**config.mk**
```make
export PLATFORM = sky130hd
export DESIGN_NAME = kuart_rx_decoder_flat
export DESIGN_NICKNAME = d
export VERILOG_FILES = /design/src/rtl/kuart_pkg.sv /design/src/rtl/kuart_rx_decoder_if.sv /design/src/rtl/sync_2ff.sv /design/src/rtl/kuart_rx_decoder.sv /design/src/flat_wrapper.sv
export SDC_FILE = /design/constraint.sdc
export NUM_CORES = 1
export LEC_CHECK = 0
export ABC_AREA = 0
export BUFFER_PORTS_ARGS = -buffer_cell sky130_fd_sc_hd__buf_2
export CAP_MARGIN = 20
export CORE_ASPECT_RATIO = 1.1
export CORE_MARGIN = 2
export CORE_UTILIZATION = 50
export DETAILED_ROUTE_END_ITERATION = 6
export GPL_TIMING_DRIVEN = 0
export PLACE_DENSITY = 0.69
export SYNTH_ARGS = -nofsm -noshare
export SYNTH_HDL_FRONTEND = slang
export SYNTH_SLANG_ARGS = --single-unit
```
**constraint.sdc**
```tcl
create_clock -name clk -period 4.55 [get_ports clk]
set_input_delay 0.6825 -clock clk [delete_from_list [all_inputs] [get_ports clk]]
set_output_delay 0.6825 -clock clk [all_outputs]
set_load 0.05 [all_outputs]
```
**src/rtl/kuart_pkg.sv**
```systemverilog
// -----------------------------------------------------------------------------
// kuart_pkg
//   Shared definitions for the simulation-side kernel UART path: the receive
//   FSM state encoding, the default bit period and the ASCII bytes that the
//   finisher and the TX driver look for.
// -----------------------------------------------------------------------------
package kuart_pkg;

    typedef enum logic [2:0] {
        IDLE,
        START,
        DATA,
        STOP,
        BREAK
    } rx_state_t;

    // 100 MHz / 115200 baud
    localparam int DEFAULT_BAUD_DIV = 868;

    localparam logic [7:0] CH_DOT = 8'h2E;  // end-of-RAM-dump marker
    localparam logic [7:0] CH_R   = 8'h72;

endpackage : kuart_pkg

```
**src/rtl/kuart_rx_decoder_if.sv**
```systemverilog
// -----------------------------------------------------------------------------
// kuart_rx_decoder_if
//   Bundles the serial input and the decoded byte stream of kuart_rx_decoder.
//   master : the decoder (consumes uart_rx, produces the byte stream)
//   slave  : the environment (drives uart_rx, observes the byte stream)
//   Signals:
//     uart_rx    serial line, idle high, asynchronous to clk
//     rx_data    last received byte, holds until the next good frame
//     rx_valid   1-cycle strobe, rx_data valid
//     frame_err  1-cycle strobe, stop bit sampled low
//     rx_count   number of good frames received (wraps)
//     busy       receiver not idle
// -----------------------------------------------------------------------------
interface kuart_rx_decoder_if;

    logic        uart_rx;
    logic [7:0]  rx_data;
    logic        rx_valid;
    logic        frame_err;
    logic [31:0] rx_count;
    logic        busy;

    modport master (
        input  uart_rx,
        output rx_data,
        output rx_valid,
        output frame_err,
        output rx_count,
        output busy
    );

    modport slave (
        output uart_rx,
        input  rx_data,
        input  rx_valid,
        input  frame_err,
        input  rx_count,
        input  busy
    );

endinterface : kuart_rx_decoder_if

```
**src/rtl/sync_2ff.sv**
```systemverilog
// -----------------------------------------------------------------------------
// sync_2ff
//   Two-flop synchronizer for a single asynchronous bit.
//   Ports:
//     clk, rst_n  clock, asynchronous active-low reset
//     i_d         asynchronous input
//     o_q         synchronized output (2-cycle latency)
//   RST_VAL sets both flops on reset so an idle-high line does not look like
//   a falling edge when reset is released.
// -----------------------------------------------------------------------------
module sync_2ff #(
    parameter logic RST_VAL = 1'b0
) (
    input  logic clk,
    input  logic rst_n,
    input  logic i_d,
    output logic o_q
);

    logic r_meta;
    logic r_sync;

    // NOTE: non-blocking assignments make r_sync take the old r_meta, giving
    // a real two-stage pipeline; blocking here would collapse it to one flop.
    always_ff @(posedge clk or negedge rst_n) begin
        if (!rst_n) begin
            r_meta <= RST_VAL;
            r_sync <= RST_VAL;
        end else begin
            r_meta <= i_d;
            r_sync <= r_meta;
        end
    end

    assign o_q = r_sync;

endmodule : sync_2ff

```
**src/rtl/kuart_rx_decoder.sv**
```systemverilog
// -----------------------------------------------------------------------------
// kuart_rx_decoder
//   8N1, LSB-first UART receiver feeding the simulation finisher with a clean
//   byte stream. Reports framing errors and counts good bytes.
//   Ports:
//     clk    single clock, all logic on posedge
//     rst_n  asynchronous active-low reset (aborts any frame in progress)
//     bus    kuart_rx_decoder_if.master (uart_rx in; rx_data, rx_valid,
//            frame_err, rx_count, busy out)
//   Parameters:
//     BAUD_DIV  clk cycles per bit, 4..65535
//     CNT_W     bit-timing counter width, must hold BAUD_DIV-1
// -----------------------------------------------------------------------------
module kuart_rx_decoder
    import kuart_pkg::*;
#(
    parameter int BAUD_DIV = DEFAULT_BAUD_DIV,
    parameter int CNT_W    = 16
) (
    input logic                  clk,
    input logic                  rst_n,
    kuart_rx_decoder_if.master   bus
);

    // Half-bit uses floor(BAUD_DIV/2) so odd dividers still land mid-bit.
    localparam logic [CNT_W-1:0] HALF_M1 = CNT_W'(BAUD_DIV / 2 - 1);
    localparam logic [CNT_W-1:0] FULL_M1 = CNT_W'(BAUD_DIV - 1);

    rx_state_t        r_state;
    rx_state_t        w_state_next;
    logic [CNT_W-1:0] r_cnt;
    logic [2:0]       r_bit_idx;
    logic [7:0]       r_shreg;
    logic [7:0]       r_rx_data;
    logic             r_rx_valid;
    logic             r_frame_err;
    logic [31:0]      r_rx_count;

    logic w_rx_s;
    logic w_cnt_zero;
    logic w_load_half;
    logic w_load_full;
    logic w_shift;
    logic w_good_stop;
    logic w_bad_stop;
    logic w_busy;

    sync_2ff #(
        .RST_VAL (1'b1)
    ) u_sync (
        .clk   (clk),
        .rst_n (rst_n),
        .i_d   (bus.uart_rx),
        .o_q   (w_rx_s)
    );

    assign w_cnt_zero = (r_cnt == '0);

    // ---------------- FSM: state register ----------------
    always_ff @(posedge clk or negedge rst_n) begin
        if (!rst_n) begin
            r_state <= IDLE;
        end else begin
            r_state <= w_state_next;
        end
    end

    // ---------------- FSM: next state ----------------
    // NOTE: assigning a default before the case keeps every path driven, so
    // no latch is inferred for w_state_next.
    always_comb begin
        w_state_next = r_state;
        case (r_state)
            IDLE:    if (!w_rx_s) w_state_next = START;
            START:   if (w_cnt_zero) w_state_next = w_rx_s ? IDLE : DATA;
            DATA:    if (w_cnt_zero && (r_bit_idx == 3'd7)) w_state_next = STOP;
            STOP:    if (w_cnt_zero) w_state_next = w_rx_s ? IDLE : BREAK;
            BREAK:   if (w_rx_s) w_state_next = IDLE;
            default: w_state_next = IDLE;
        endcase
    end

    // ---------------- FSM: outputs / datapath strobes ----------------
    always_comb begin
        w_busy      = (r_state != IDLE);
        w_load_half = 1'b0;
        w_load_full = 1'b0;
        w_shift     = 1'b0;
        w_good_stop = 1'b0;
        w_bad_stop  = 1'b0;
        case (r_state)
            IDLE:  w_load_half = !w_rx_s;
            START: w_load_full = w_cnt_zero && !w_rx_s;
            DATA: begin
                w_shift     = w_cnt_zero;
                w_load_full = w_cnt_zero;  // also times the stop bit after bit 7
            end
            STOP: begin
                w_good_stop = w_cnt_zero && w_rx_s;
                w_bad_stop  = w_cnt_zero && !w_rx_s;
            end
            default: ;
        endcase
    end

    // ---------------- Datapath ----------------
    always_ff @(posedge clk or negedge rst_n) begin
        if (!rst_n) begin
            r_cnt       <= '0;
            r_bit_idx   <= '0;
            r_shreg     <= '0;
            r_rx_data   <= '0;
            r_rx_valid  <= 1'b0;
            r_frame_err <= 1'b0;
            r_rx_count  <= '0;
        end else begin
            if (w_load_half) begin
                r_cnt <= HALF_M1;
            end else if (w_load_full) begin
                r_cnt <= FULL_M1;
            end else if (!w_cnt_zero) begin
                r_cnt <= r_cnt - 1'b1;
            end

            if (w_load_half) begin
                r_bit_idx <= '0;
            end else if (w_shift) begin
                r_bit_idx <= r_bit_idx + 1'b1;
            end

            // LSB arrives first, so shifting in at the MSB leaves bit 0 at [0].
            if (w_shift) begin
                r_shreg <= {w_rx_s, r_shreg[7:1]};
            end

            r_rx_valid  <= w_good_stop;
            r_frame_err <= w_bad_stop;
            if (w_good_stop) begin
                r_rx_data  <= r_shreg;
                r_rx_count <= r_rx_count + 1'b1;
            end
        end
    end

    assign bus.rx_data   = r_rx_data;
    assign bus.rx_valid  = r_rx_valid;
    assign bus.frame_err = r_frame_err;
    assign bus.rx_count  = r_rx_count;
    assign bus.busy      = w_busy;

endmodule : kuart_rx_decoder
```
**src/flat_wrapper.sv**
```systemverilog
// flat-port wrapper written by rule: the top's interface ports become plain ports
module kuart_rx_decoder_flat import kuart_pkg::*;
#(
    parameter int BAUD_DIV = DEFAULT_BAUD_DIV,
    parameter int CNT_W    = 16
)
  (clk, rst_n, bus_uart_rx, bus_rx_data, bus_rx_valid, bus_frame_err, bus_rx_count, bus_busy);
  kuart_rx_decoder_if bus_i ();
  input logic clk;
  input logic rst_n;
  input wire logic [$bits(bus_i.uart_rx)-1:0] bus_uart_rx;
  output wire logic [$bits(bus_i.rx_data)-1:0] bus_rx_data;
  output wire logic [$bits(bus_i.rx_valid)-1:0] bus_rx_valid;
  output wire logic [$bits(bus_i.frame_err)-1:0] bus_frame_err;
  output wire logic [$bits(bus_i.rx_count)-1:0] bus_rx_count;
  output wire logic [$bits(bus_i.busy)-1:0] bus_busy;
  assign bus_i.uart_rx = bus_uart_rx;
  assign bus_rx_data = bus_i.rx_data;
  assign bus_rx_valid = bus_i.rx_valid;
  assign bus_frame_err = bus_i.frame_err;
  assign bus_rx_count = bus_i.rx_count;
  assign bus_busy = bus_i.busy;
  kuart_rx_decoder #(.BAUD_DIV(BAUD_DIV), .CNT_W(CNT_W)) u_core (.clk(clk), .rst_n(rst_n), .bus(bus_i));
endmodule
```
==> flow_metrics.env <==
export IMPL_detail_route_wl_per_cell_um=13.7
export IMPL_worst_slew_pin_slew_ns=0.858
export IMPL_grt_pass1_wl_um=10900
export IMPL_detail_route_vias_per_cell=5.40
export IMPL_initial_core_util_pct=51.8
export IMPL_share_seq_of_total_power_pct=51.9
export IMPL_ys_types=43
export IMPL_arrival_ns=3.03
export IMPL_synth_avg_cell_area_um2=10.5
export IMPL_final_cycle_utilization_of_the_critical_path_pct=60.9
export IMPL_drv_slew=0
export IMPL_areaGrowthSynthToFinish_pct=17.1
export IMPL_cts_buffers=9
export IMPL_remaining_max_slew_budget_at_the_tightest_pin_pct=42.2
export IMPL_power_per_cell_area_mw_per_mm2=315
export IMPL_finalSetupTns_ns=0
export IMPL_final_period_minus_worst_setup_slack_ns=2.77
export IMPL_critPathKind="register to register"
export IMPL_power_switching_fraction_pct=19.2
export IMPL_clock_power_share_pct=46.5
export IMPL_fin_util_pct=60.7
export IMPL_met2RoutedLength_um=3030
export IMPL_drive_gt1_share_pct=22.0
export IMPL_yosys_warnings=0
export IMPL_postRouteAntennaNets=0
export IMPL_final_setup_skew_ns=0.00973
export IMPL_floorplan_die_width_um=83.1
export IMPL_hold_worst_slack_ns=0.236
export IMPL_drt_pre_antenna_iters=4
export IMPL_finalHoldViolations=0
export IMPL_post_route_worst_setup_slack_ns=1.78
export IMPL_postCtsHoldBufs=0
export IMPL_intPower_uw=1020
export IMPL_worst_setup_sp_type="register"
export IMPL_tritoncts="done"
export IMPL_report_final_setup_viol=0
export IMPL_track_usage_pct=17.7
export IMPL_design_area_mm2=0.00403
export IMPL_insertedDiodeCount=0
export IMPL_total_via_count_in_the_routed_design=2531
export IMPL_worst_ir_drop_vdd_v=0.000223
export IMPL_post_cts_setup_buffer_count=0
export IMPL_die_height_um=91.0
export IMPL_wirelength_um=6440
export IMPL_postSynthCellCount=326
export IMPL_leakage_uw=0.00210
export IMPL_synth_area_mm2=0.00344
export IMPL_routed_top_layer="met4"
export IMPL_synthFlopType="sky130_fd_sc_hd__dfrtp_1"
export IMPL_grt_start_max_net_pins=51
export IMPL_htreeDepth=3
export IMPL_max_clock_freq_ghz=0.361
export IMPL_design_die_area_mm2=0.00755
export IMPL_detailedPlacementHpwl_um=4630
export IMPL_detail_route_iter0_violations=118
export IMPL_cp_data_required_time_ns=4.81
export IMPL_rsz0062_at_grt="no"
export IMPL_worstReg2RegStart="u_core.r_cnt[0]"
export IMPL_switchingPower_uw=244
export IMPL_rows=31
export IMPL_grt_pass1_vias=2312
export IMPL_coreArea_mm2=0.00663
export IMPL_syn_nets=334
export IMPL_fillers=557
export IMPL_numPortBuffers=45
export IMPL_path_type_of_the_worst_min_delay_path="primary input to asynchronous set/reset pin"
export IMPL_crit_path_max_fanout=10
export IMPL_synth_yosys_seq_area_share_pct=53.9
export IMPL_worstSkewPairLatency_ns=0.34
export IMPL_preCtsSetupSlack_ns=1.77
export IMPL_r2r_end="u_core.bus.rx_count[12]"
export IMPL_synth_enable_flop_cells=0
export IMPL_r2r_worst_path_cells=8
export IMPL_postCtsResizedCells=0
export IMPL_ios=46
export IMPL_ys_seq_elements=74
export IMPL_globalRouteOverflowTotal=0
export IMPL_synth_async_sr_flop_share_pct=100
export IMPL_cts_path_max_buffers=2
export IMPL_gp_congestion=0.816
export IMPL_clockRootBuffer="sky130_fd_sc_hd__clkbuf_8"
export IMPL_clock_sink_count=74
export IMPL_outcome="finished clean"
export IMPL_maxCapViolations=0
export IMPL_instance_area_after_placement_mm2=0.00379
export IMPL_nNetsFinal=391
export IMPL_worstSetupEndpointType="register"
export IMPL_rrSetupSlack_ns=1.78
export IMPL_wl_met1_um=3070
export IMPL_antenna_found_initial=0
export IMPL_cts_clk_slew_worst_paths_ns=0.08
export IMPL_drcViolationCount=0
export IMPL_met3RoutedLength_um=234
export IMPL_combPwrFrac_pct=1.5
worst max path at each step:
stage,startpoint,end,slack (ns),depth (start not counted)
after floorplan,u_core.r_cnt[13],u_core.r_cnt[1],2.19,6
after global placement,u_core.r_cnt[0],u_core.bus.rx_count[12],1.81,8
after detailed placement,u_core.r_cnt[0],u_core.bus.rx_count[12],1.77,8
after CTS,u_core.r_cnt[0],u_core.bus.rx_count[12],1.76,8
after global routing,u_core.r_cnt[0],u_core.bus.rx_count[12],1.55,8
final,u_core.r_cnt[0],u_core.bus.rx_count[12],1.78,8
cell type report:
cell class / count / area [um2] / share of cell area, %
Sequential cell: 74 / 1850 / 46.1
Multi-Input combinational cell: 235 / 1510 / 37.4
Timing Repair Buffer: 46 / 255 / 6.34
Clock buffer: 10 / 128 / 3.17
Clock inverter: 5 / 104 / 2.58
Tap cell: 82 / 103 / 2.55
Buffer: 9 / 46.3 / 1.15
Inverter: 8 / 30.0 / 0.746
flip-flops by register name, summed over array words and instances, names as in the netlist:
signal                count
u_core.r_cnt             16
u_core.bus.frame_err      1
u_core.r_bit_idx          3
u_core.u_sync.o_q         1
u_core.r_shreg            8
u_core.bus.rx_data        8
u_core.u_sync.r_meta      1
u_core.bus.rx_valid       1
u_core.bus.rx_count      32
u_core.r_state            3
layout by cell type (no fill, tap or decap), types with 5 or more instances in the layout:
cell type,n
sky130_fd_sc_hd__nand4_1,14
sky130_fd_sc_hd__mux2i_1,5
sky130_fd_sc_hd__nor3_1,18
sky130_fd_sc_hd__xor2_1,20
sky130_fd_sc_hd__ha_1,5
sky130_fd_sc_hd__dfrtp_1,72
sky130_fd_sc_hd__clkbuf_8,9
sky130_fd_sc_hd__nor4_1,11
sky130_fd_sc_hd__nand3_1,9
sky130_fd_sc_hd__inv_1,8
sky130_fd_sc_hd__a21oi_1,5
sky130_fd_sc_hd__mux2_2,9
sky130_fd_sc_hd__nor2_1,31
sky130_fd_sc_hd__o21ai_0,6
sky130_fd_sc_hd__xnor2_1,19
sky130_fd_sc_hd__clkbuf_1,5
sky130_fd_sc_hd__buf_2,48
sky130_fd_sc_hd__nand2_1,46
power groups by stage:
| stage | clock, uW | sequential [uW] | combinational (uW) |
|---|---|---|---|
| detailed placement | 0 | 672 | 20.8 |
| finish | 591 | 659 | 19.3 |
| CTS | 607 | 659 | 20.7 |
| floorplan | 0 | 672 | 2.71 |
| global route | 637 | 659 | 22.9 |
| global placement | 0 | 672 | 17.2 |
metrics by stage:
step                      power [uW]  std cells
after floorplan                  675        326
after global placement           689        453
after detailed placement         693        454
after CTS                       1290        469
after global routing            1320        469
final                           1270        469
worst max-delay path: stages, from the launching register on:
cell,delay [ns]
sky130_fd_sc_hd__dfrtp_1,0.41
sky130_fd_sc_hd__inv_1,0.13
sky130_fd_sc_hd__ha_1,0.20
sky130_fd_sc_hd__or3b_1,0.48
sky130_fd_sc_hd__nor4_1,0.52
sky130_fd_sc_hd__nand2_1,0.30
sky130_fd_sc_hd__buf_2,0.26
sky130_fd_sc_hd__nor4_1,0.23
sky130_fd_sc_hd__xor2_1,0.17
routing by layer:
metal  track usage [%]  vias up
met5                 0        -
met4              7.38        0
met3              3.73        9
met2              27.8       46
met1              24.1     1221
li1                  -     1255
logic make-up (layout without fill, tap and decap cells):
logic type,Yosys count,in the layout,synth area share (%)
mux,14,14,4.40
buf+inv,17,78,2.22
simple gates,157,157,23.7
compound gates,19,19,3.53
xor+xnor,40,40,10.4
flops,74,74,53.9
fa+ha+maj,5,5,1.82
cell usage after synthesis, types with 5 or more instances:
cell type	number	area, um2
sky130_fd_sc_hd__nand3_1	9	45.0
sky130_fd_sc_hd__nor2_1	31	116
sky130_fd_sc_hd__o21ai_0	6	30.0
sky130_fd_sc_hd__nor3_1	18	90.1
sky130_fd_sc_hd__dfrtp_1	72	1800
sky130_fd_sc_hd__mux2i_1	5	50.1
sky130_fd_sc_hd__nand2_1	46	173
sky130_fd_sc_hd__nand4_1	14	87.6
sky130_fd_sc_hd__xor2_1	20	175
sky130_fd_sc_hd__xnor2_1	19	166
sky130_fd_sc_hd__a21oi_1	5	25.0
sky130_fd_sc_hd__ha_1	5	62.6
sky130_fd_sc_hd__nor4_1	11	68.8
sky130_fd_sc_hd__mux2_2	9	101
sky130_fd_sc_hd__inv_1	8	30.0
Note: power is estimated with default switching activity, not from simulation.
